[src/rtl/reg_file_param_if.sv]
// Register file bus: read ports, write port, scoreboard reserve and init status.
// Ports: read_reg1/2 -> read_data1/2 + read_busy1/2; reg_write/write_reg/write_data;
//        reserve/reserve_reg; init_done. master = datapath control, slave = register file.
interface reg_file_param_if #(
  parameter int DATA_W = 32,
  parameter int ADDR_W = 5
);
  logic              init_done;
  logic [ADDR_W-1:0] read_reg1;
  logic [ADDR_W-1:0] read_reg2;
  logic [DATA_W-1:0] read_data1;
  logic [DATA_W-1:0] read_data2;
  logic              read_busy1;
  logic              read_busy2;
  logic              reg_write;
  logic [ADDR_W-1:0] write_reg;
  logic [DATA_W-1:0] write_data;
  logic              reserve;
  logic [ADDR_W-1:0] reserve_reg;

  modport master (
    input  init_done, read_data1, read_data2, read_busy1, read_busy2,
    output read_reg1, read_reg2, reg_write, write_reg, write_data, reserve, reserve_reg
  );

  modport slave (
    output init_done, read_data1, read_data2, read_busy1, read_busy2,
    input  read_reg1, read_reg2, reg_write, write_reg, write_data, reserve, reserve_reg
  );
endinterface

[src/rtl/reg_file_param.sv]
// Parametrised register file (2 async read ports, 1 sync write port) with a
// hardware clear sequencer after reset and a per-register pending-write scoreboard.
// Ports: clk, rst_n (async active-low), rf (reg_file_param_if.slave).
// Optional: define REG_FILE_BYPASS_EN to forward same-cycle write data to the read ports.
module reg_file_param #(
  parameter int DATA_W = 32,
  parameter int ADDR_W = 5
) (
  input  logic                 clk,
  input  logic                 rst_n,
  reg_file_param_if.slave      rf
);
  localparam int DEPTH = 2 ** ADDR_W;

  typedef enum logic {INIT, RUN} state_e;

  state_e            state_q, state_d;
  logic [ADDR_W-1:0] cnt_q, cnt_d;
  logic [DEPTH-1:0]  busy_q, busy_d;
  logic [DATA_W-1:0] mem_q [DEPTH];

  logic              run;
  logic              wr_ok;
  logic              rsv_ok;
  logic              mem_we;
  logic [ADDR_W-1:0] mem_waddr;
  logic [DATA_W-1:0] mem_wdata;

  assign run    = (state_q == RUN);
  // Register 0 is never written and never reserved; requests during INIT are dropped.
  assign wr_ok  = run && rf.reg_write && (rf.write_reg != '0);
  assign rsv_ok = run && rf.reserve && (rf.reserve_reg != '0);

  assign rf.init_done = run;

  // Next-state: clear sequencer in INIT, write/reserve scoreboard in RUN.
  always_comb begin
    state_d   = state_q;
    cnt_d     = cnt_q;
    busy_d    = busy_q;
    mem_we    = 1'b0;
    mem_waddr = rf.write_reg;
    mem_wdata = rf.write_data;
    case (state_q)
      INIT: begin
        mem_we    = 1'b1;
        mem_waddr = cnt_q;
        mem_wdata = '0;
        cnt_d     = cnt_q + ADDR_W'(1);
        if (cnt_q == ADDR_W'(DEPTH - 1)) state_d = RUN;
      end
      RUN: begin
        mem_we = wr_ok;
        if (wr_ok)  busy_d[rf.write_reg]   = 1'b0;
        // Applied after the write clear: a same-register reserve is the newer producer.
        if (rsv_ok) busy_d[rf.reserve_reg] = 1'b1;
      end
      default: state_d = INIT;
    endcase
  end

  always_ff @(posedge clk or negedge rst_n) begin
    if (!rst_n) begin
      state_q <= INIT;
      cnt_q   <= '0;
      busy_q  <= '0;
    end else begin
      state_q <= state_d;
      cnt_q   <= cnt_d;
      busy_q  <= busy_d;
    end
  end

  // Storage has no reset; the clear sequencer zeroes it. Held off while rst_n is low.
  always_ff @(posedge clk) begin
    if (mem_we && rst_n) mem_q[mem_waddr] <= mem_wdata;
  end

  // Read port 1
  always_comb begin
    rf.read_data1 = '0;
    rf.read_busy1 = 1'b0;
    if (run && (rf.read_reg1 != '0)) begin
      rf.read_data1 = mem_q[rf.read_reg1];
      rf.read_busy1 = busy_q[rf.read_reg1];
`ifdef REG_FILE_BYPASS_EN
      if (wr_ok && (rf.write_reg == rf.read_reg1)) begin
        rf.read_data1 = rf.write_data;
        rf.read_busy1 = rsv_ok && (rf.reserve_reg == rf.read_reg1);
      end
`endif
    end
  end

  // Read port 2
  always_comb begin
    rf.read_data2 = '0;
    rf.read_busy2 = 1'b0;
    if (run && (rf.read_reg2 != '0)) begin
      rf.read_data2 = mem_q[rf.read_reg2];
      rf.read_busy2 = busy_q[rf.read_reg2];
`ifdef REG_FILE_BYPASS_EN
      if (wr_ok && (rf.write_reg == rf.read_reg2)) begin
        rf.read_data2 = rf.write_data;
        rf.read_busy2 = rsv_ok && (rf.reserve_reg == rf.read_reg2);
      end
`endif
    end
  end
endmodule

[src/flat_wrapper.sv]
// flat-port wrapper written by rule: the top's interface ports become plain ports
module reg_file_param_flat 
#(
  parameter int DATA_W = 32,
  parameter int ADDR_W = 5
)
  (clk, rst_n, rf_init_done, rf_read_data1, rf_read_data2, rf_read_busy1, rf_read_busy2, rf_read_reg1, rf_read_reg2, rf_reg_write, rf_write_reg, rf_write_data, rf_reserve, rf_reserve_reg);
  reg_file_param_if #(.DATA_W(DATA_W), .ADDR_W(ADDR_W)) rf_i ();
  input  logic clk;
  input  logic rst_n;
  output wire logic [$bits(rf_i.init_done)-1:0] rf_init_done;
  output wire logic [$bits(rf_i.read_data1)-1:0] rf_read_data1;
  output wire logic [$bits(rf_i.read_data2)-1:0] rf_read_data2;
  output wire logic [$bits(rf_i.read_busy1)-1:0] rf_read_busy1;
  output wire logic [$bits(rf_i.read_busy2)-1:0] rf_read_busy2;
  input wire logic [$bits(rf_i.read_reg1)-1:0] rf_read_reg1;
  input wire logic [$bits(rf_i.read_reg2)-1:0] rf_read_reg2;
  input wire logic [$bits(rf_i.reg_write)-1:0] rf_reg_write;
  input wire logic [$bits(rf_i.write_reg)-1:0] rf_write_reg;
  input wire logic [$bits(rf_i.write_data)-1:0] rf_write_data;
  input wire logic [$bits(rf_i.reserve)-1:0] rf_reserve;
  input wire logic [$bits(rf_i.reserve_reg)-1:0] rf_reserve_reg;
  assign rf_init_done = rf_i.init_done;
  assign rf_read_data1 = rf_i.read_data1;
  assign rf_read_data2 = rf_i.read_data2;
  assign rf_read_busy1 = rf_i.read_busy1;
  assign rf_read_busy2 = rf_i.read_busy2;
  assign rf_i.read_reg1 = rf_read_reg1;
  assign rf_i.read_reg2 = rf_read_reg2;
  assign rf_i.reg_write = rf_reg_write;
  assign rf_i.write_reg = rf_write_reg;
  assign rf_i.write_data = rf_write_data;
  assign rf_i.reserve = rf_reserve;
  assign rf_i.reserve_reg = rf_reserve_reg;
  reg_file_param #(.DATA_W(DATA_W), .ADDR_W(ADDR_W)) u_core (.clk(clk), .rst_n(rst_n), .rf(rf_i));
endmodule
[config.mk]
export PLATFORM = sky130hd
export DESIGN_NAME = reg_file_param_flat
export DESIGN_NICKNAME = d
export VERILOG_FILES = /design/src/rtl/reg_file_param_if.sv /design/src/rtl/reg_file_param.sv /design/src/flat_wrapper.sv
export SDC_FILE = /design/constraint.sdc
export NUM_CORES = 1
export LEC_CHECK = 0
export BUFFER_PORTS_ARGS = -buffer_cell sky130_fd_sc_hd__buf_2
export CELL_PAD_IN_SITES_DETAIL_PLACEMENT = 1
export CELL_PAD_IN_SITES_GLOBAL_PLACEMENT = 2
export CORE_UTILIZATION = 51
export CTS_BUF_LIST = sky130_fd_sc_hd__clkbuf_16
export CTS_CLUSTER_SIZE = 40
export DETAILED_ROUTE_END_ITERATION = 7
export GPL_TIMING_DRIVEN = 0
export PLACE_DENSITY_LB_ADDON = 0.1
export RECOVER_POWER = 100
export SETUP_SLACK_MARGIN = 0.1
export SLEW_MARGIN = 20
export SYNTH_ARGS = -nofsm -noshare
export SYNTH_HDL_FRONTEND = slang
export SYNTH_SLANG_ARGS = --single-unit
[constraint.sdc]
create_clock -name clk -period 9.53 [get_ports clk]
set_input_delay 1.906 -clock clk [delete_from_list [all_inputs] [get_ports clk]]
set_output_delay 1.906 -clock clk [all_outputs]
set_load 0.005 [all_outputs]
==> out/results.txt, run 1 <==
The flip-flop and latch count after synthesis is 1062, and the share of the synthesized netlist area taken by xor and xnor gates is 0.000525. The run gives 0 as the total grt overflow. The top cell types in the final layout, fill and taps aside, are sky130_fd_sc_hd__edfxtp_1, sky130_fd_sc_hd__mux2i_1, sky130_fd_sc_hd__a22oi_1, sky130_fd_sc_hd__mux4_2, sky130_fd_sc_hd__clkbuf_1. The total power density per cell area was 189 nW/um^2; the remaining max-slew budget at the tightest pin was -0.523. Counting the buffers created by CTS gives 114. Entering global routing, the biggest net connects 43 pins. The critical path goes through buf_2 > clkbuf_1 > clkbuf_1 > nor2_1 > clkbuf_1 > a22oi_1 > nand3_1 > nand4_1 > clkbuf_1. The worst reg-to-reg path cell count is 8, and the leakage power total is 19.3 nW.

The first global-routing pass estimated 270000 um of wire. Critical path class: input pin to output pin. The run gives 3 as the largest buffer count on any clock path. Routability-driven placement finished with a final weighted congestion of 0.998.

The run finished, with violations left. Setup repair after global routing left no endpoint under its margin. The routed via count divided by cell count was 7.23. Setup violations remaining at the end of the flow were counted as 0.

The type of the most critical hold path was register to register. Gates resized during post-CTS repair numbered 0. Effective utilization at floorplan: 0.516. The tool flagged a number of max-cap violations equal to 59. The dominant delay contributor by cell family on the critical path is buffers and inverters. Most repeated library cell on the critical path: sky130_fd_sc_hd__clkbuf_1.

TritonCTS built the clock tree. For the finished layout, the period the worst path requires is 8470 ps. After filler insertion, the fill cell instance count of the layout stands at 8805. The tools report the count of nets after finishing as 3349. The buffer count from post-CTS setup fixing was 0. In the synthesized netlist, the number of instances is 3011. The run gives 1062 as the clock sink count. The share of total power consumed by net switching came out at 0.250.

Dominant synthesized flop cell: sky130_fd_sc_hd__edfxtp_1. The first routing iteration left 5216 violations. The share of synthesized cell area in full adder, half adder and majority cells came out at 0.000500. Clock-pin slew was measured on the worst setup and hold paths at 60 ps.

The run gives 10 as the initial antenna violation count. The run gives 0 as the hold violation total from the final report. The post-synthesis mux area share was 0.226; the via count of the first global-routing pass was 33600. The cell depth of the worst min-delay path was 1; the final critical-path share of the clock period was 0.889. Layout cell share with drive strength beyond 1: 0.200. Largest fanout on the critical path: 11.

Summing over every cut layer, the via total after detailed routing is 33700. Summing all placed instances gives a cell area of 53600 um^2. The number of buffers and inverters on the critical path is 5. During synthesis, Yosys emitted a total of 0 warnings.

The post-synthesis to final-layout area growth was 12.6%; the fraction of registers with async set/reset was 0.0358. The highest ir drop seen on vdd was 0.168 mV. The checks that failed: design-rule violations, max-capacitance violations, max-slew violations.

After detailed routing, the number of remaining DRC violations is 8. The die is 315 um tall. The clock tree synthesis step divided the H-tree into 3 levels.

Total count of max-transition violations in the final report: 1479. Fraction of the mapped netlist area in compound gates: 0.0673. The root buffer cell chosen for the clock tree is sky130_fd_sc_hd__clkbuf_16.

The number of buffers added on ports was 117; the switching component of the power was 2.66 mW. The share of total power in sequential cells is 0.486. Leaving out fill and tap cells, the most frequent cell in the layout is sky130_fd_sc_hd__edfxtp_1.

The clock arrives with 28.6 ps of skew. The count of distinct cell types in the synthesized netlist was 48. The count of placed standard cells including taps is 4451.

The tools report the latest clock arrival within the worst-skew pair as 710 ps. Internal power comes to 7.99 mW. The placeable core region was 96900 um^2.

For this design, the CTS-stage hold fixing added 0 buffers. In this design, the stage delay of the slowest critical-path cell is 1390 ps. The antenna violation net count after detailed routing was 0; the sequential share of the synthesized area was 0.634. Summed over all layers, the routed wires come to 199000 um.

In this run the critical register-to-register path is launched from u_core.rf.init_done$_DFF_PN0_. Static timing analysis puts the maximum clock frequency at 118 MHz. STA classifies the critical path endpoint as an output pin. For the synthesized net count, the log shows 3069.

For the area of all placed cells without fillers, the log shows 56300 um^2. Worst hold path endpoint: u_core.busy_q[0]$_DFFE_PN0P_. The tools report the endpoint of the worst register-to-register path as u_core.mem_q[1][22]$_DFFE_PP_. The post-synthesis simple-gate area fraction works out to 0.0449. The run gives 0.097 as the part of the power in combinational logic. The number of top-level pins is 123.

The tools report the hold path startpoint as u_core.busy_q[0]$_DFFE_PN0P_. The portion of total power attributed to the clock network was 0.418; the routed length per placed instance was 42.7 um. Among all stages on the critical path, the largest delay is contributed by sky130_fd_sc_hd__nor2_1. The logs give 0.401 for the global-route usage over all layers and 50000 um^2 for the post-synthesis instance area.

The initialized floorplan defines 114 standard-cell rows. STA puts the critical path data arrival time at 6570 ps. The first TritonRoute pass finished after 8 iterations. Each instance of the synthesized netlist takes up on average 16.6 um^2. The die is 315 um wide.

At the pin with the least slew margin, the transition time is 2280 ps. After synthesis, the largest family of logic cells by area is multiplexers. The startpoint type of the worst setup path was an input pin. Once detailed placement completed, the half-perimeter wirelength came to 143000 um.

Summed over all failing endpoints, the final setup total negative slack is 0 ps. The floorplan die area was 99300 um^2; the required time at the worst-slack endpoint was 7620 ps. The worst reg-to-reg setup slack was 3190 ps.

Count of flip-flops with a built-in enable after synthesis: 1024. The post-route non-filler standard cell count was 4664.
flip-flops by register name, indices dropped and copies added (netlist names):
signal / flops
u_core.busy_q: 32
u_core.cnt_q: 5
u_core.mem_q: 1024
u_core.rf.init_done: 1
layer usage:
metal  part of all wire  global-route usage  vias up
met1               0.38               0.556    17900
met2               0.44               0.594     2409
li1                   -                   -    13100
met3               0.14               0.136      351
met5            0.00027                   0        -
met4              0.037               0.137       10
layout make-up:
type / count / area [um^2] / share of cell area
plain buffers: 242 / 1340 / 0.0238
well taps: 1276 / 1600 / 0.0284
flip-flops and latches: 1062 / 31700 / 0.563
clock buffers: 118 / 2950 / 0.0524
repair buffers: 164 / 1010 / 0.0180
clock inverters: 93 / 737 / 0.0131
inverters: 2 / 7.51 / 0.000133
multi-input cells: 1705 / 17000 / 0.301
diodes: 2 / 5.00 / 0.0000889
power groups by stage:
stage                     Sequential, mW  Combinational [mW]  Clock (mW)
after detailed placement            5.26                1.00           0
final                               5.17                1.03        4.45
after global routing                5.17                1.04        4.59
after CTS                           5.17                1.01        4.43
after floorplan                     5.25               0.538           0
after global placement              5.26               0.969           0
synthesized netlist by cell type, types with 6 or more instances:
library cell,n,area share
sky130_fd_sc_hd__edfxtp_1,1024,0.61
sky130_fd_sc_hd__mux2i_1,537,0.11
sky130_fd_sc_hd__a22oi_1,268,0.040
sky130_fd_sc_hd__mux4_2,260,0.12
sky130_fd_sc_hd__nand3_1,138,0.014
sky130_fd_sc_hd__nand2_1,90,0.0068
sky130_fd_sc_hd__buf_2,88,0.0088
sky130_fd_sc_hd__clkbuf_1,82,0.0062
sky130_fd_sc_hd__nand4_1,69,0.0086
sky130_fd_sc_hd__a22o_1,64,0.011
sky130_fd_sc_hd__a31oi_1,64,0.0080
sky130_fd_sc_hd__o21ai_0,63,0.0063
sky130_fd_sc_hd__nor2_1,44,0.0033
sky130_fd_sc_hd__buf_4,39,0.0059
sky130_fd_sc_hd__and2_1,38,0.0048
sky130_fd_sc_hd__dfrtp_1,38,0.019
sky130_fd_sc_hd__buf_6,21,0.0047
sky130_fd_sc_hd__nor2b_1,12,0.0015
sky130_fd_sc_hd__buf_1,6,0.00045
kinds of logic after synthesis:
kind of cell    count (synthesis)
compound gates                469
xor+xnor                        3
fa+ha+maj                       2
buf+inv                       244
flops                        1062
mux                           801
simple gates                  430
worst max path at each step:
stage / startpoint / cells past startpoint / to
after floorplan: rf_read_reg1[0] / 6 / rf_read_data1[18]
after global placement: rf_read_reg1[2] / 9 / rf_read_data1[16]
after detailed placement: rf_read_reg1[2] / 9 / rf_read_data1[31]
after CTS: rf_read_reg1[2] / 9 / rf_read_data1[31]
after global routing: rst_n / 5 / u_core.mem_q[30][22]$_DFFE_PP_
final: rf_read_reg1[2] / 9 / rf_read_data1[16]
through the flow:
stage / power (mW) / hold slack, ps / worst slack, ps / utilization
6_report: 10.6 / 498 / 1060 / 0.581
5_1_grt: 10.8 / 519 / 1140 / 0.581
4_1_cts: 10.6 / 502 / 2380 / 0.592
3_5_place_dp: 6.27 / 488 / 2490 / 0.554
2_1_floorplan: 5.79 / 441 / 4350 / -
3_3_place_gp: 6.23 / 463 / 2290 / 0.539
worst register-to-register path: cells and delay by family (launching register included):
family | cells | cell delay, ps
AND/OR/NAND/NOR | 2 | 2020
flip-flops | 1 | 490
AO/OA/AOI/OAI | 1 | 710
buffers and inverters | 5 | 2730
(Power assumes the default switching activity.)
==> run 2: changes to the inputs <==
--- a/config.mk
+++ b/config.mk
@@ -5,15 +5,13 @@
 export SDC_FILE = /design/constraint.sdc
 export NUM_CORES = 1
 export LEC_CHECK = 0
-export BUFFER_PORTS_ARGS = -buffer_cell sky130_fd_sc_hd__buf_2
-export CELL_PAD_IN_SITES_DETAIL_PLACEMENT = 1
-export CELL_PAD_IN_SITES_GLOBAL_PLACEMENT = 2
-export CORE_UTILIZATION = 51
+export BUFFER_PORTS_ARGS = -buffer_cell sky130_fd_sc_hd__buf_4
+export CORE_UTILIZATION = 61
 export CTS_BUF_LIST = sky130_fd_sc_hd__clkbuf_16
 export CTS_CLUSTER_SIZE = 40
 export DETAILED_ROUTE_END_ITERATION = 7
 export GPL_TIMING_DRIVEN = 0
-export PLACE_DENSITY_LB_ADDON = 0.1
+export PLACE_DENSITY = 0.78
 export RECOVER_POWER = 100
 export SETUP_SLACK_MARGIN = 0.1
 export SLEW_MARGIN = 20
==> out/results.txt, run 2 (synthesis gave the netlist of run 1 again) <==
The flow ran to the end, but the final reports show violations. The final reports fail on design-rule violations, max-capacitance violations, max-slew violations. The tools report the largest buffer count on any clock path as 3 (unchanged). Number of top-level pins: 123 (unchanged).

TritonCTS built the clock tree. The tools report the remaining max-slew budget at the tightest pin as -0.590 (-0.0673). The largest registers in the layout are u_core.mem_q (1024), u_core.busy_q (32), u_core.cnt_q (5).

In this run the critical register-to-register path is launched from u_core.rf.init_done$_DFF_PN0_. Largest fanout on the critical path: 10 (-1). The final-layout fill cell count is 5264 (-40%), and the post-synthesis to final-layout area growth is 12.0%. The logs give 2750 ps (+260 ps) for the setup slack after placement and 56000 um^2 (-0.56%) for the area of all placed cells without fillers. The placed cell area is 53400 um^2 (-0.35%), and the fmax is 118 MHz (+0.37%). The run gives 34100 (+1.1%) as the via count. The power after layout is 10.4 mW (-2.6%). The switching component of the power was 2.55 mW (-4.2%); the highest ir drop seen on vdd was 0.252 mV (+50%). The register with the most flip-flops in the final layout is u_core.mem_q.

Kind of end point of the critical path: an output pin. The floorplan die area was 83100 um^2 (-16%); the number of buffers inserted for hold repair after clock tree synthesis was 0 (unchanged). The critical path is of the input pin to output pin type. The slowest stage cell on the critical path is sky130_fd_sc_hd__clkbuf_1.

The worst setup margin came out at 1090 ps (+31.5 ps). The number of buffers and inverters on the critical path works out to 5 (unchanged). The number of max-capacitance violations reported was 77 (+31%); the clock sink count was 1062 (unchanged). The final critical-path share of the clock period is 0.886 (-0.00331), and the number of placement rows is 104 (-8.8%). The most repeated library cell on the critical path was sky130_fd_sc_hd__clkbuf_1.

STA classifies the critical path startpoint as an input pin. The tools report the global-route usage over all layers as 0.453 (+0.0515). Walking the worst path, the cells encountered are buf_4 > clkbuf_1 > clkbuf_1 > clkbuf_1 > mux2i_1 > a22oi_1 > a31oi_1 > nand4_1 > clkbuf_4.

For the first-pass GRT wire length, the log shows 254000 um (-6.1%). The tightest min-delay check is of the register to register type. The tools report the required time at the worst-slack endpoint as 7620 ps (about the same). The number of flip-flops under the largest register name is 1024 (unchanged). For the post-DP HPWL, the log shows 134000 um (-6.5%). Leaving out fill and tap cells, the most frequent cells in the layout are sky130_fd_sc_hd__edfxtp_1, sky130_fd_sc_hd__mux2i_1, sky130_fd_sc_hd__a22oi_1, sky130_fd_sc_hd__mux4_2, sky130_fd_sc_hd__nand3_1. The CTS clock-pin slew for the worst setup and hold paths came out at 70 ps (about the same). The tools report the placeable core region as 80800 um^2 (-17%). The width of the chip is 288 um (-8.5%), and the count of placed standard cells including taps is 4230 (-5.0%). Grouping stages by cell kind, the critical path spends the most delay in buffers and inverters. The final wirelength was 187000 um (-5.8%); the share of total power consumed by net switching was 0.246 (-0.00405).

For the antenna violation net count after detailed routing, the log shows 0 (unchanged). The critical path starts at rf_read_reg1[2]. The DRC violations left was 4 (-4); the buffer count from post-CTS setup fixing was 0 (unchanged). The layout cell share with drive strength beyond 1 is 0.208 (+0.00731), and the share of total power in sequential cells is 0.498 (+0.012). The logs give 0 ps (unchanged) for the setup TNS and 33000 (-1.7%) for the via count of the first global-routing pass. The tools report the maximum level of the CTS H-tree as 3 (unchanged). The worst endpoint data arrival time is 6540 ps (-30 ps). The placer's final routability congestion estimate is 1.04 (+4.1%).

The internal power was 7.82 mW (-2.1%); the pin slew with the least headroom to its limit was 2380 ps (+101 ps). The tools report the endpoint of the worst register-to-register path as u_core.mem_q[19][13]$_DFFE_PP_. The post-route non-filler standard cell count is 4430 (-5.0%), and the worst hold margin is 507 ps (+9.56 ps). The count of nets after finishing was 3336 (-0.39%); the vertical die dimension was 288 um (-8.5%).

The total count of max-transition violations in the final report was 1765 (+19%). The worst reg-to-reg setup slack came out at 3080 ps (-110 ps). Timing endpoint of the critical path: rf_read_data1[31].

The logs give 0 (unchanged) for the count of instances resized after the clock tree is built and 0.619 (+0.102) for the effective utilization at floorplan. The part of the power in combinational logic is 0.100 (+0.003). The routed via count divided by cell count works out to 7.69 (+6.4%). The total grt overflow is 0 (unchanged), and the leakage power total is 19.4 nW (+0.13%). The largest stage delay on the critical path came out at 1160 ps (-230 ps). The portion of total power attributed to the clock network was 0.401 (-0.017); the hold violation total from the final report was 0 (unchanged). The commonest non-fill, non-tap cell in the layout was sky130_fd_sc_hd__edfxtp_1.

Setup repair after global routing left no endpoint under its margin. The initial antenna violation count was 8 (-2); the routed length per placed instance was 42.3 um (-0.87%). The fraction of the core area covered by cells at the end of the flow was 0.693 (+0.111); the number of DRC markers after the initial detailed-route iteration was 5806 (+11%).

The depth of the critical timing path with buffers and inverters included came out at 9 (unchanged). Clock period minus final worst setup slack: 8440 ps (-31.5 ps). The number of buffers added on ports was 117 (unchanged); the worst reg-to-reg path cell count was 7 (-1). The latest clock arrival within the worst-skew pair was 690 ps (-20 ps). Final setup violation count: 0 (unchanged). The tree is rooted in a sky130_fd_sc_hd__clkbuf_16.

The tools report the clock buffer count from CTS as 106 (-7.0%). The total power density per cell area is 185 nW/um^2 (-2.1%), and the detailed-router iteration count before antenna repair is 8 (unchanged). The worst clock skew on the final layout was 24.5 ps (-4.02 ps); the maximum number of pins on one net before global-route repair was 43 (unchanged).
-- run 2: worst min-delay path by stage --
stage	startpoint	endpoint	slack, ps	cells after the start
after floorplan	u_core.busy_q[0]$_DFFE_PN0P_	u_core.busy_q[0]$_DFFE_PN0P_	440	1
after global placement	u_core.busy_q[0]$_DFFE_PN0P_	u_core.busy_q[0]$_DFFE_PN0P_	460	1
after detailed placement	u_core.busy_q[0]$_DFFE_PN0P_	u_core.busy_q[0]$_DFFE_PN0P_	480	1
after CTS	u_core.busy_q[0]$_DFFE_PN0P_	u_core.busy_q[0]$_DFFE_PN0P_	500	1
after global routing	u_core.busy_q[0]$_DFFE_PN0P_	u_core.busy_q[0]$_DFFE_PN0P_	520	1
final	u_core.busy_q[0]$_DFFE_PN0P_	u_core.busy_q[0]$_DFFE_PN0P_	510	1
-- run 2: per-layer routing --
layer	part of all wire	routed length [um]	global-route usage	vias to the layer above
met3	0.18	33200	0.211	533
li1	-	-	-	13100
met4	0.051	9630	0.191	10
met1	0.34	64300	0.597	17300
met2	0.43	80100	0.648	3150
met5	0.00093	174	0.0102	-
-- run 2: area by class of cell --
type	instances	area [um^2]	share of cell area
antenna	2	5.00	0.0000894
buffer	242	1340	0.0240
clock buffer	107	2680	0.0478
clock inverter	91	727	0.0130
inverter	2	7.51	0.000134
multi-input combinational	1705	17000	0.303
sequential	1062	31700	0.566
tap	1060	1330	0.0237
timing repair buffer	159	1240	0.0221
-- run 2: worst register-to-register path, delay by kind of cell (launching register included) --
family	cells	cell delay, ps
AND/OR/NAND/NOR	2	2560
AO/OA/AOI/OAI	1	610
flip-flops	1	410
buffers and inverters	4	2440
-- run 2: power groups by stage --
| stage | Clock, mW | Sequential, mW | Combinational [mW] |
|---|---|---|---|
| final | 4.16 | 5.17 | 1.04 |
| after detailed placement | 0 | 5.26 | 0.996 |
| after floorplan | 0 | 5.25 | 0.538 |
| after global placement | 0 | 5.26 | 0.969 |
| after global routing | 4.31 | 5.17 | 1.05 |
| after CTS | 4.13 | 5.16 | 1.00 |
